[src/rtl/hazard_pkg.sv]
// Shared types and constants for the pipeline hazard controller.
package hazard_pkg;

   localparam int DefCntW = 16;
   localparam logic [4:0] ZeroReg = 5'd0;

   typedef enum logic {
      RUN   = 1'b0,
      HOLD1 = 1'b1
   } hazState_e;

   // x0 is hardwired to zero, so it never creates a dependency
   function automatic logic regMatch(input logic [4:0] rd, input logic [4:0] rs);
      return (rd != ZeroReg) && (rd == rs);
   endfunction

endpackage

[src/rtl/hazard_ctrl_if.sv]
// Pipeline-side fields and control outputs of the hazard controller.
interface hazard_ctrl_if #(parameter int CNT_W = 16);
   logic [4:0]       RS1addr_ID_i;
   logic [4:0]       RS2addr_ID_i;
   logic             RS1use_ID_i;
   logic             RS2use_ID_i;
   logic             Jalr_ID_i;
   logic [4:0]       RDaddr_IDEX_i;
   logic             RegWrite_IDEX_i;
   logic             MemRead_IDEX_i;
   logic [4:0]       RDaddr_EXMEM_i;
   logic             MemRead_EXMEM_i;
   logic             BranchTaken_EX_i;
   logic             MemStall_i;
   logic             PCWrite_o;
   logic             IFIDWrite_o;
   logic             IFIDFlush_o;
   logic             NoOp_o;
   logic             PipeFreeze_o;
   logic [CNT_W-1:0] StallCnt_o;
   logic [CNT_W-1:0] FlushCnt_o;

   modport slave (
      input  RS1addr_ID_i, RS2addr_ID_i, RS1use_ID_i, RS2use_ID_i, Jalr_ID_i,
             RDaddr_IDEX_i, RegWrite_IDEX_i, MemRead_IDEX_i,
             RDaddr_EXMEM_i, MemRead_EXMEM_i, BranchTaken_EX_i, MemStall_i,
      output PCWrite_o, IFIDWrite_o, IFIDFlush_o, NoOp_o, PipeFreeze_o,
             StallCnt_o, FlushCnt_o
   );

   modport master (
      output RS1addr_ID_i, RS2addr_ID_i, RS1use_ID_i, RS2use_ID_i, Jalr_ID_i,
             RDaddr_IDEX_i, RegWrite_IDEX_i, MemRead_IDEX_i,
             RDaddr_EXMEM_i, MemRead_EXMEM_i, BranchTaken_EX_i, MemStall_i,
      input  PCWrite_o, IFIDWrite_o, IFIDFlush_o, NoOp_o, PipeFreeze_o,
             StallCnt_o, FlushCnt_o
   );
endinterface

[src/rtl/hazard_detect.sv]
// Combinational dependency matcher: need1 = one stall cycle, need2 = two.
module hazard_detect
   import hazard_pkg::*;
(
   input  logic [4:0] rs1Addr,
   input  logic [4:0] rs2Addr,
   input  logic       rs1Use,
   input  logic       rs2Use,
   input  logic       jalrId,
   input  logic [4:0] rdIdEx,
   input  logic       regWriteIdEx,
   input  logic       memReadIdEx,
   input  logic [4:0] rdExMem,
   input  logic       memReadExMem,
   output logic       need1,
   output logic       need2
);

   logic loadUse;
   logic jalrAlu;
   logic jalrLoadEx;
   logic jalrLoadMem;

   always_comb begin
      loadUse     = memReadIdEx && ((rs1Use && regMatch(rdIdEx, rs1Addr)) ||
                                    (rs2Use && regMatch(rdIdEx, rs2Addr)));
      // ALU result reaches JALR through the EX/MEM forward after one stall
      jalrAlu     = jalrId && regWriteIdEx && !memReadIdEx && regMatch(rdIdEx, rs1Addr);
      jalrLoadEx  = jalrId && memReadIdEx && regMatch(rdIdEx, rs1Addr);
      jalrLoadMem = jalrId && memReadExMem && regMatch(rdExMem, rs1Addr);
      need2       = jalrLoadEx;
      need1       = loadUse || jalrAlu || jalrLoadMem;
   end

endmodule

[src/rtl/hazard_ctrl.sv]
// Hazard controller: stall/flush/freeze sequencing plus saturating event counters.
//   state | meaning
//   RUN   | normal flow, hazards evaluated
//   HOLD1 | one forced stall left (JALR behind a load in EX)
module hazard_ctrl
   import hazard_pkg::*;
#(
   parameter int CNT_W = DefCntW
) (
   input logic          clk_i,
   input logic          rst_i,
   hazard_ctrl_if.slave bus
);

   hazState_e        state;
   hazState_e        stateNext;
   logic             need1;
   logic             need2;
   logic             stallEv;
   logic             flushEv;
   logic [CNT_W-1:0] stallCnt;
   logic [CNT_W-1:0] flushCnt;

   hazard_detect uDetect (
      .rs1Addr      (bus.RS1addr_ID_i),
      .rs2Addr      (bus.RS2addr_ID_i),
      .rs1Use       (bus.RS1use_ID_i),
      .rs2Use       (bus.RS2use_ID_i),
      .jalrId       (bus.Jalr_ID_i),
      .rdIdEx       (bus.RDaddr_IDEX_i),
      .regWriteIdEx (bus.RegWrite_IDEX_i),
      .memReadIdEx  (bus.MemRead_IDEX_i),
      .rdExMem      (bus.RDaddr_EXMEM_i),
      .memReadExMem (bus.MemRead_EXMEM_i),
      .need1        (need1),
      .need2        (need2)
   );

   always_ff @(posedge clk_i) begin
      if (rst_i) begin
         state    <= RUN;
         stallCnt <= '0;
         flushCnt <= '0;
      end else begin
         state <= stateNext;
         if (stallEv && (stallCnt != '1)) stallCnt <= stallCnt + CNT_W'(1);
         if (flushEv && (flushCnt != '1)) flushCnt <= flushCnt + CNT_W'(1);
      end
   end

   always_comb begin
      stateNext        = state;
      stallEv          = 1'b0;
      flushEv          = 1'b0;
      bus.PCWrite_o    = 1'b1;
      bus.IFIDWrite_o  = 1'b1;
      bus.IFIDFlush_o  = 1'b0;
      bus.NoOp_o       = 1'b0;
      bus.PipeFreeze_o = 1'b0;
      if (rst_i) begin
         stateNext       = RUN;
         bus.PCWrite_o   = 1'b0;
         bus.IFIDWrite_o = 1'b0;
         bus.IFIDFlush_o = 1'b1;
         bus.NoOp_o      = 1'b1;
      end else if (bus.MemStall_i) begin
         // everything downstream holds, so the FSM must hold too
         bus.PipeFreeze_o = 1'b1;
         bus.PCWrite_o    = 1'b0;
         bus.IFIDWrite_o  = 1'b0;
      end else if (bus.BranchTaken_EX_i) begin
         stateNext       = RUN;
         flushEv         = 1'b1;
         bus.IFIDFlush_o = 1'b1;
         bus.NoOp_o      = 1'b1;
      end else if ((state == HOLD1) || need2 || need1) begin
         stateNext       = ((state == RUN) && need2) ? HOLD1 : RUN;
         stallEv         = 1'b1;
         bus.PCWrite_o   = 1'b0;
         bus.IFIDWrite_o = 1'b0;
         bus.NoOp_o      = 1'b1;
      end
   end

   assign bus.StallCnt_o = stallCnt;
   assign bus.FlushCnt_o = flushCnt;

endmodule
[src/flat_wrapper.sv]
// flat-port wrapper written by rule: the top's interface ports become plain ports
module hazard_ctrl_flat import hazard_pkg::*;
#(
   parameter int CNT_W = DefCntW
)
  (clk_i, rst_i, bus_RS1addr_ID_i, bus_RS2addr_ID_i, bus_RS1use_ID_i, bus_RS2use_ID_i, bus_Jalr_ID_i, bus_RDaddr_IDEX_i, bus_RegWrite_IDEX_i, bus_MemRead_IDEX_i, bus_RDaddr_EXMEM_i, bus_MemRead_EXMEM_i, bus_BranchTaken_EX_i, bus_MemStall_i, bus_PCWrite_o, bus_IFIDWrite_o, bus_IFIDFlush_o, bus_NoOp_o, bus_PipeFreeze_o, bus_StallCnt_o, bus_FlushCnt_o);
  hazard_ctrl_if #(.CNT_W(CNT_W)) bus_i ();
  input logic clk_i;
  input logic rst_i;
  input wire logic [$bits(bus_i.RS1addr_ID_i)-1:0] bus_RS1addr_ID_i;
  input wire logic [$bits(bus_i.RS2addr_ID_i)-1:0] bus_RS2addr_ID_i;
  input wire logic [$bits(bus_i.RS1use_ID_i)-1:0] bus_RS1use_ID_i;
  input wire logic [$bits(bus_i.RS2use_ID_i)-1:0] bus_RS2use_ID_i;
  input wire logic [$bits(bus_i.Jalr_ID_i)-1:0] bus_Jalr_ID_i;
  input wire logic [$bits(bus_i.RDaddr_IDEX_i)-1:0] bus_RDaddr_IDEX_i;
  input wire logic [$bits(bus_i.RegWrite_IDEX_i)-1:0] bus_RegWrite_IDEX_i;
  input wire logic [$bits(bus_i.MemRead_IDEX_i)-1:0] bus_MemRead_IDEX_i;
  input wire logic [$bits(bus_i.RDaddr_EXMEM_i)-1:0] bus_RDaddr_EXMEM_i;
  input wire logic [$bits(bus_i.MemRead_EXMEM_i)-1:0] bus_MemRead_EXMEM_i;
  input wire logic [$bits(bus_i.BranchTaken_EX_i)-1:0] bus_BranchTaken_EX_i;
  input wire logic [$bits(bus_i.MemStall_i)-1:0] bus_MemStall_i;
  output wire logic [$bits(bus_i.PCWrite_o)-1:0] bus_PCWrite_o;
  output wire logic [$bits(bus_i.IFIDWrite_o)-1:0] bus_IFIDWrite_o;
  output wire logic [$bits(bus_i.IFIDFlush_o)-1:0] bus_IFIDFlush_o;
  output wire logic [$bits(bus_i.NoOp_o)-1:0] bus_NoOp_o;
  output wire logic [$bits(bus_i.PipeFreeze_o)-1:0] bus_PipeFreeze_o;
  output wire logic [$bits(bus_i.StallCnt_o)-1:0] bus_StallCnt_o;
  output wire logic [$bits(bus_i.FlushCnt_o)-1:0] bus_FlushCnt_o;
  assign bus_i.RS1addr_ID_i = bus_RS1addr_ID_i;
  assign bus_i.RS2addr_ID_i = bus_RS2addr_ID_i;
  assign bus_i.RS1use_ID_i = bus_RS1use_ID_i;
  assign bus_i.RS2use_ID_i = bus_RS2use_ID_i;
  assign bus_i.Jalr_ID_i = bus_Jalr_ID_i;
  assign bus_i.RDaddr_IDEX_i = bus_RDaddr_IDEX_i;
  assign bus_i.RegWrite_IDEX_i = bus_RegWrite_IDEX_i;
  assign bus_i.MemRead_IDEX_i = bus_MemRead_IDEX_i;
  assign bus_i.RDaddr_EXMEM_i = bus_RDaddr_EXMEM_i;
  assign bus_i.MemRead_EXMEM_i = bus_MemRead_EXMEM_i;
  assign bus_i.BranchTaken_EX_i = bus_BranchTaken_EX_i;
  assign bus_i.MemStall_i = bus_MemStall_i;
  assign bus_PCWrite_o = bus_i.PCWrite_o;
  assign bus_IFIDWrite_o = bus_i.IFIDWrite_o;
  assign bus_IFIDFlush_o = bus_i.IFIDFlush_o;
  assign bus_NoOp_o = bus_i.NoOp_o;
  assign bus_PipeFreeze_o = bus_i.PipeFreeze_o;
  assign bus_StallCnt_o = bus_i.StallCnt_o;
  assign bus_FlushCnt_o = bus_i.FlushCnt_o;
  hazard_ctrl #(.CNT_W(CNT_W)) u_core (.clk_i(clk_i), .rst_i(rst_i), .bus(bus_i));
endmodule
[config.mk]
export PLATFORM = sky130hd
export DESIGN_NAME = hazard_ctrl_flat
export DESIGN_NICKNAME = d
export VERILOG_FILES = /design/src/rtl/hazard_pkg.sv /design/src/rtl/hazard_ctrl_if.sv /design/src/rtl/hazard_detect.sv /design/src/rtl/hazard_ctrl.sv /design/src/flat_wrapper.sv
export SDC_FILE = /design/constraint.sdc
export NUM_CORES = 1
export LEC_CHECK = 0
export CAP_MARGIN = 30
export CELL_PAD_IN_SITES_DETAIL_PLACEMENT = 1
export CELL_PAD_IN_SITES_GLOBAL_PLACEMENT = 2
export CORE_MARGIN = 5
export CORE_UTILIZATION = 25
export DETAILED_ROUTE_END_ITERATION = 16
export GPL_TIMING_DRIVEN = 0
export HOLD_SLACK_MARGIN = 0.06
export PLACE_DENSITY = 0.9
export SLEW_MARGIN = 20
export SYNTH_ARGS = -nofsm -noshare
export SYNTH_HDL_FRONTEND = slang
export SYNTH_SLANG_ARGS = --single-unit
[constraint.sdc]
create_clock -name clk_i -period 2.6 [get_ports clk_i]
set_clock_uncertainty 0.15 [all_clocks]
set_input_delay 0.39 -clock clk_i [delete_from_list [all_inputs] [get_ports clk_i]]
set_output_delay 0.39 -clock clk_i [all_outputs]
set_load 0.01 [all_outputs]
Word level (Yosys, flattened, before mapping)
Index checks and enable logic that the tools add are counted.
- bitwise logic cells: 2
- reduce and logical (&&, ||, !) cells: 26
- multiplexer cells: 20
- $add $sub $neg: 2
- eq/ne operators: 5
- operator list (kind ; count):
    16-bit by 1-bit adder with 16-bit output, second input constant ; 2
    16-bit != test, second input constant ; 2
    1-bit two-way mux ; 20
    1-bit logical AND ; 16
    5-bit equality test ; 3
    5-bit nonzero test ; 2
    1-bit logical OR ; 5
    1-bit inverter ; 2
    2-bit AND reduction ; 1
    2-bit nonzero test ; 1
    1-bit zero test ; 1
- bits of input ports: 30
- bits in registers: 33
- output and inout port bits: 37
- word-level logic and storage cells: 58

Logic depth before layout (Yosys ltp)
- depth in word-level cells: 13
- gate-level depth with buffers: 9
- mapped depth without buffers: 8

By module
Synthesis repeated with hierarchy kept, for this count alone.
- cell total of the unflattened synthesis: 227
- area, all modules: 1936.9 sq um
- by module, submodules not included (module ; times used ; area an instance (sq um) ; sequential area each (sq um) ; cells each):
    hazard_ctrl ; 1 ; 1704.1 ; 660.6 ; 195
    hazard_detect ; 1 ; 232.7 ; 0.0 ; 32

Worst setup path after synthesis
Ideal clock, no wire load.
- path kind: input to output
- from: input bus_RDaddr_IDEX_i[1]
- to: output bus_PCWrite_o
- arrival time: 2.076 ns
- path buffers: 2
- stages: 8
- data required time: 2.060 ns
- slack: -0.016 ns
- cell sequence: or4_1 nor2_1 a21oi_2 nor2_2 buf_2 nor2_1 nor3_1 buf_4
- cells in the longest elaborated chain, start to end: 12
- elaborated cells between the ends (all ways): 19
- classes of those cells: eq/ne (2); mux (4); reduce/logical (13)
- RTL lines (item ; line ; text):
    start: declaration ; flat_wrapper.sv:15 ; input wire logic [$bits(bus_i.RDaddr_IDEX_i)-1:0] bus_RDaddr_IDEX_i;
    5-bit equality test or 5-bit nonzero test (tied branches) ; hazard_pkg.sv:14 ; return (rd != ZeroReg) && (rd == rs);
    1-bit logical AND ; hazard_pkg.sv:14 ;
    1-bit logical AND (on tied branches) ; hazard_detect.sv:25, hazard_detect.sv:26 ;
    1-bit logical OR ; hazard_detect.sv:25 ; loadUse = memReadIdEx && ((rs1Use && regMatch(rdIdEx, rs1Addr)) ||
    1-bit logical AND ; hazard_detect.sv:25 ;
    1-bit logical OR (2 in a row) ; hazard_detect.sv:32 ; need1 = loadUse || jalrAlu || jalrLoadMem;
    1-bit logical OR (*) ; hazard_ctrl.sv:76 ; end else if ((state == HOLD1) || need2 || need1) begin
    1-bit two-way mux (*) (4 in a row) ; -- ;
    end: declaration ; flat_wrapper.sv:22 ; output wire logic [$bits(bus_i.PCWrite_o)-1:0] bus_PCWrite_o;
Mark *: on every way between the ends. The rest lies on a longest branch, timed or not.

Worst setup path in the final report
- from: input bus_RDaddr_IDEX_i[4]
- to: register u_core.state
- cells in the longest elaborated chain, start to end: 10
- elaborated cells between the ends (all ways): 21
- classes of those cells: eq/ne (2); mux (3); reduce/logical (16)
- RTL lines (item ; line ; text):
    5-bit equality test or 5-bit nonzero test (tied branches) ; hazard_pkg.sv:14 ;
    1-bit logical AND ; hazard_pkg.sv:14 ;
    1-bit logical AND (on tied branches) ; hazard_detect.sv:25, hazard_detect.sv:26 ;
    1-bit logical OR ; hazard_detect.sv:25 ;
    1-bit logical AND ; hazard_detect.sv:25 ;
    1-bit logical OR (2 in a row) ; hazard_detect.sv:32 ;
    1-bit logical OR ; hazard_ctrl.sv:76 ;
    2-bit nonzero test (no source line) ; -- ;
    2-bit AND reduction (no source line) ; -- ;
    end signal: assignment ; hazard_ctrl.sv:45 ; state <= stateNext;
    end: declaration ; hazard_ctrl.sv:15 ; hazState_e state;
Several ways; a longest one is shown, not always the timed one. The select of a mux whose other input is x is not followed.
A chain may end at the register's enable or synchronous reset.

==> reports/metrics.csv <==
metric;value;unit
Yosys cell types;47;
Crit path required time;2.60;ns
share of cells above drive strength 1;18.9;%
cell count after synthesis;228;
number of global-route vias before repair;2131;
post-route cell area;2990;µm²
Avg Vias per Cell;4.88;
cell mode on critical path;buf_4;
maximum clock rate;377;MHz
area grow syn2layout;57.5;%
initial antenna violation count;0;
root buf cell;clkbuf_8;
largest net degree at the start of global routing;11;
clock slew at reported path FFs;0.06;ns
fill cell total of the finished layout;875;
Post-synth EDFFs;0;
Most used DFF post-synth;dfxtp_1;
grt ovf;0;
leakage;0.00111;µW
Num CTS Buffers;5;
Fin. Hold Viols;0;
routed via count;2028;
status;complete, but fails checks;
Ys Warns;0;
setup ws final;-0.0516;ns
H-Tree Level Count;2;
Synthesized Nets;260;
failing checks;negative setup slack;
Post-Route WL;6600;µm
actual slew at the worst max-slew pin;0.563;ns
endpoints failing setup;1;
Max Root-Sink Buffers;2;
first-pass GRT wire length;10600;µm
sequential area share after synthesis;34.8;%
DRT antenna net count;0;
First-pass DRT Iterations;4;
detailed placement HPWL;4760;µm
1st-iter DRT viols;37;
Final min period;2.65;ns
crit path max fanout;3;
Crit Path Category;primary input to register;
CP max stage delay;0.54;ns
Die Wd;97.2;µm
die area;9450;µm²
wire per inst;15.9;µm
synthesized flop and latch total;33;
Final Cycle Share;102;%
Ant. Diodes;0;
# rows;31;
# IOs;67;
crit path DAT;2.65;ns
crit path cell chain;buf_4 -> or4_4 -> nor2_4 -> buf_6 -> buf_4 -> buf_6 -> buf_6 -> buf_4 -> buf_4 -> buf_4 -> buf_4 -> buf_4 -> buf_4 -> buf_6 -> buf_6 -> nor4_4 -> a32oi_1 -> nor2_1;
Max IR drop VDD;172;µV
core area;7330;µm²
CP startpoint kind;primary input;
final hold slack;0.341;ns
Worst setup EP type;register;
Worst Hold Class;register to register;
fin. max-slew vios;0;
I/O Buffers;65;
Clk Latency, worst-skew pair;0.29;ns
RSZ-0062 raised after global routing;true;
Total GRT Usage;13.7;%
TritonCTS clock tree;yes;
Worst slew margin;62.4;%
synthesized area per cell;8.34;µm²
chip height;97.2;µm
clock sink total;33;
Initial Util;25.9;%
storage element area;661;µm²
Slowest cell on crit path;or4_4;
Pwr per Cell Area;346;nW/µm²
asr flop ratio synth;0;%
dpl cell area;2680;µm²
multi-input logic area;1280;µm²
DRC;0;
Post-Syn Area;1900;µm²
Max Cap Viol;0;
layout net count;350;
placer's final routability congestion estimate;0.778;
[path summary, 6_finish.rpt]
kind,start,end,slack [ns],cells past startpoint
worst max-delay path,bus_RDaddr_IDEX_i[4],u_core.state,-0.05,18
worst min-delay path,u_core.bus.StallCnt_o[11],u_core.bus.StallCnt_o[11],0.34,2
worst max register to register,u_core.bus.StallCnt_o[3],u_core.bus.StallCnt_o[9],0.33,7
worst min register to register,u_core.bus.StallCnt_o[11],u_core.bus.StallCnt_o[11],0.34,2
[logic make-up (layout without fill, tap and decap cells)]
kind of cell               after synthesis  count (layout)  synth area share [%]
AOI/OAI and AO/OA                       30              30                  11.0
xor gates and xnor gates                30              30                  13.8
adders and majority gates                2               2                  1.32
buffers and inverters                   11             100                  2.90
DFF                                     33              33                  34.8
muxes                                    6               6                  3.82
and+or+nand+nor                        116             116                  32.4
[repair_timing]
action / in CTS / in global routing
hold buffers: 0 / 0
endpoints found under the setup margin: 3 / 7
pin swaps: 14 / 6
buffers inserted: 15 / 4
resized for setup: 52 / 24
[metrics by stage]
stage	cells	utilization [%]	setup WS (ns)	power [µW]	setup TNS [ns]
final	416	40.8	-0.0516	1040	-0.0516
after global routing	416	40.8	-0.103	1080	-0.208
after CTS	412	39.5	0.00605	1030	0
after detailed placement	392	36.6	-1.15	665	-5.65
after global placement	392	36.6	-1.15	662	-5.25
after floorplan	228	-	0.111	580	0
[area by class of cell]
type	count	share of cell area, %
flip-flops and latches	33	22.1
plain buffers	7	1.42
clock buffers	5	2.30
well taps	99	4.14
multi-input cells	184	42.7
inverters	3	0.376
repair buffers	84	26.8
clock inverters	1	0.167
[report_power, final]
part / leakage (µW) / internal, µW / switching (µW)
Clock: 0.0000399 / 176 / 191
Sequential: 0.000266 / 508 / 2.51
Combinational: 0.000809 / 77.7 / 81.9
[cells in the mapped netlist (2+ instances only)]
library cell	count	share of area, %
or4b_1	2	1.1
mux2_2	2	1.2
a21oi_1	8	2.1
nand3b_1	2	0.79
nand4_1	9	3.0
xnor2_1	7	3.2
or4_1	5	2.0
xor2_1	23	11
mux2_4	2	1.6
o311ai_0	2	0.92
clkbuf_1	4	0.79
nand2_1	22	4.3
mux2i_1	2	1.1
nor4_1	5	1.6
dfxtp_1	33	35
ha_1	2	1.3
nor2b_1	6	2.0
nor3_1	4	1.1
and2_1	3	0.99
nand3_1	7	1.8
and4_1	3	1.4
inv_1	3	0.59
o41ai_1	4	1.8
o21bai_1	2	0.79
o21ai_0	5	1.3
buf_2	2	0.53
nor2_1	34	6.7
or3_1	4	1.3
and3_1	3	0.99
[worst max-delay path, delay by kind of cell]
kind	cells	cell delay, ns
buffers and inverters	13	1.22
and+or+nand+nor	4	0.79
AOI/OAI and AO/OA	1	0.23
[sequential cells by signal, summed over array words and instances, names as in the netlist]
signal	count
u_core.bus.StallCnt_o	16
u_core.bus.FlushCnt_o	16
u_core.state	1
[layer usage]
metal  wire [µm]  track usage (%)  vias to the layer above
met5           0                0                        -
met4          57             2.38                        0
met3         307             4.88                        6
met2        3210             23.4                       44
met1        3020             16.8                      980
li1            -                -                      998
[placed cells by master, fill, tap and decap left out, drive strengths merged, types with 2 or more instances in the layout]
cell type and n:
a21oi 9, a31oi 2, and2 3, and3 3, and4 3, buf 28, clkbuf 10, clkdlybuf4s15 2
clkdlybuf4s50 40, dfxtp 33, dlygate4sd2 12, dlymetal6s2s 4, ha 2, inv 3, mux2 4, mux2i 2
nand2 22, nand3 7, nand3b 2, nand4 10, nor2 35, nor2b 6, nor3 4, nor4 6
o21ai 6, o21bai 2, o311ai 2, o41ai 4, or3 4, or4 5, or4b 2, xnor2 7
xor2 23
Power figures use the tool's default switching activity.
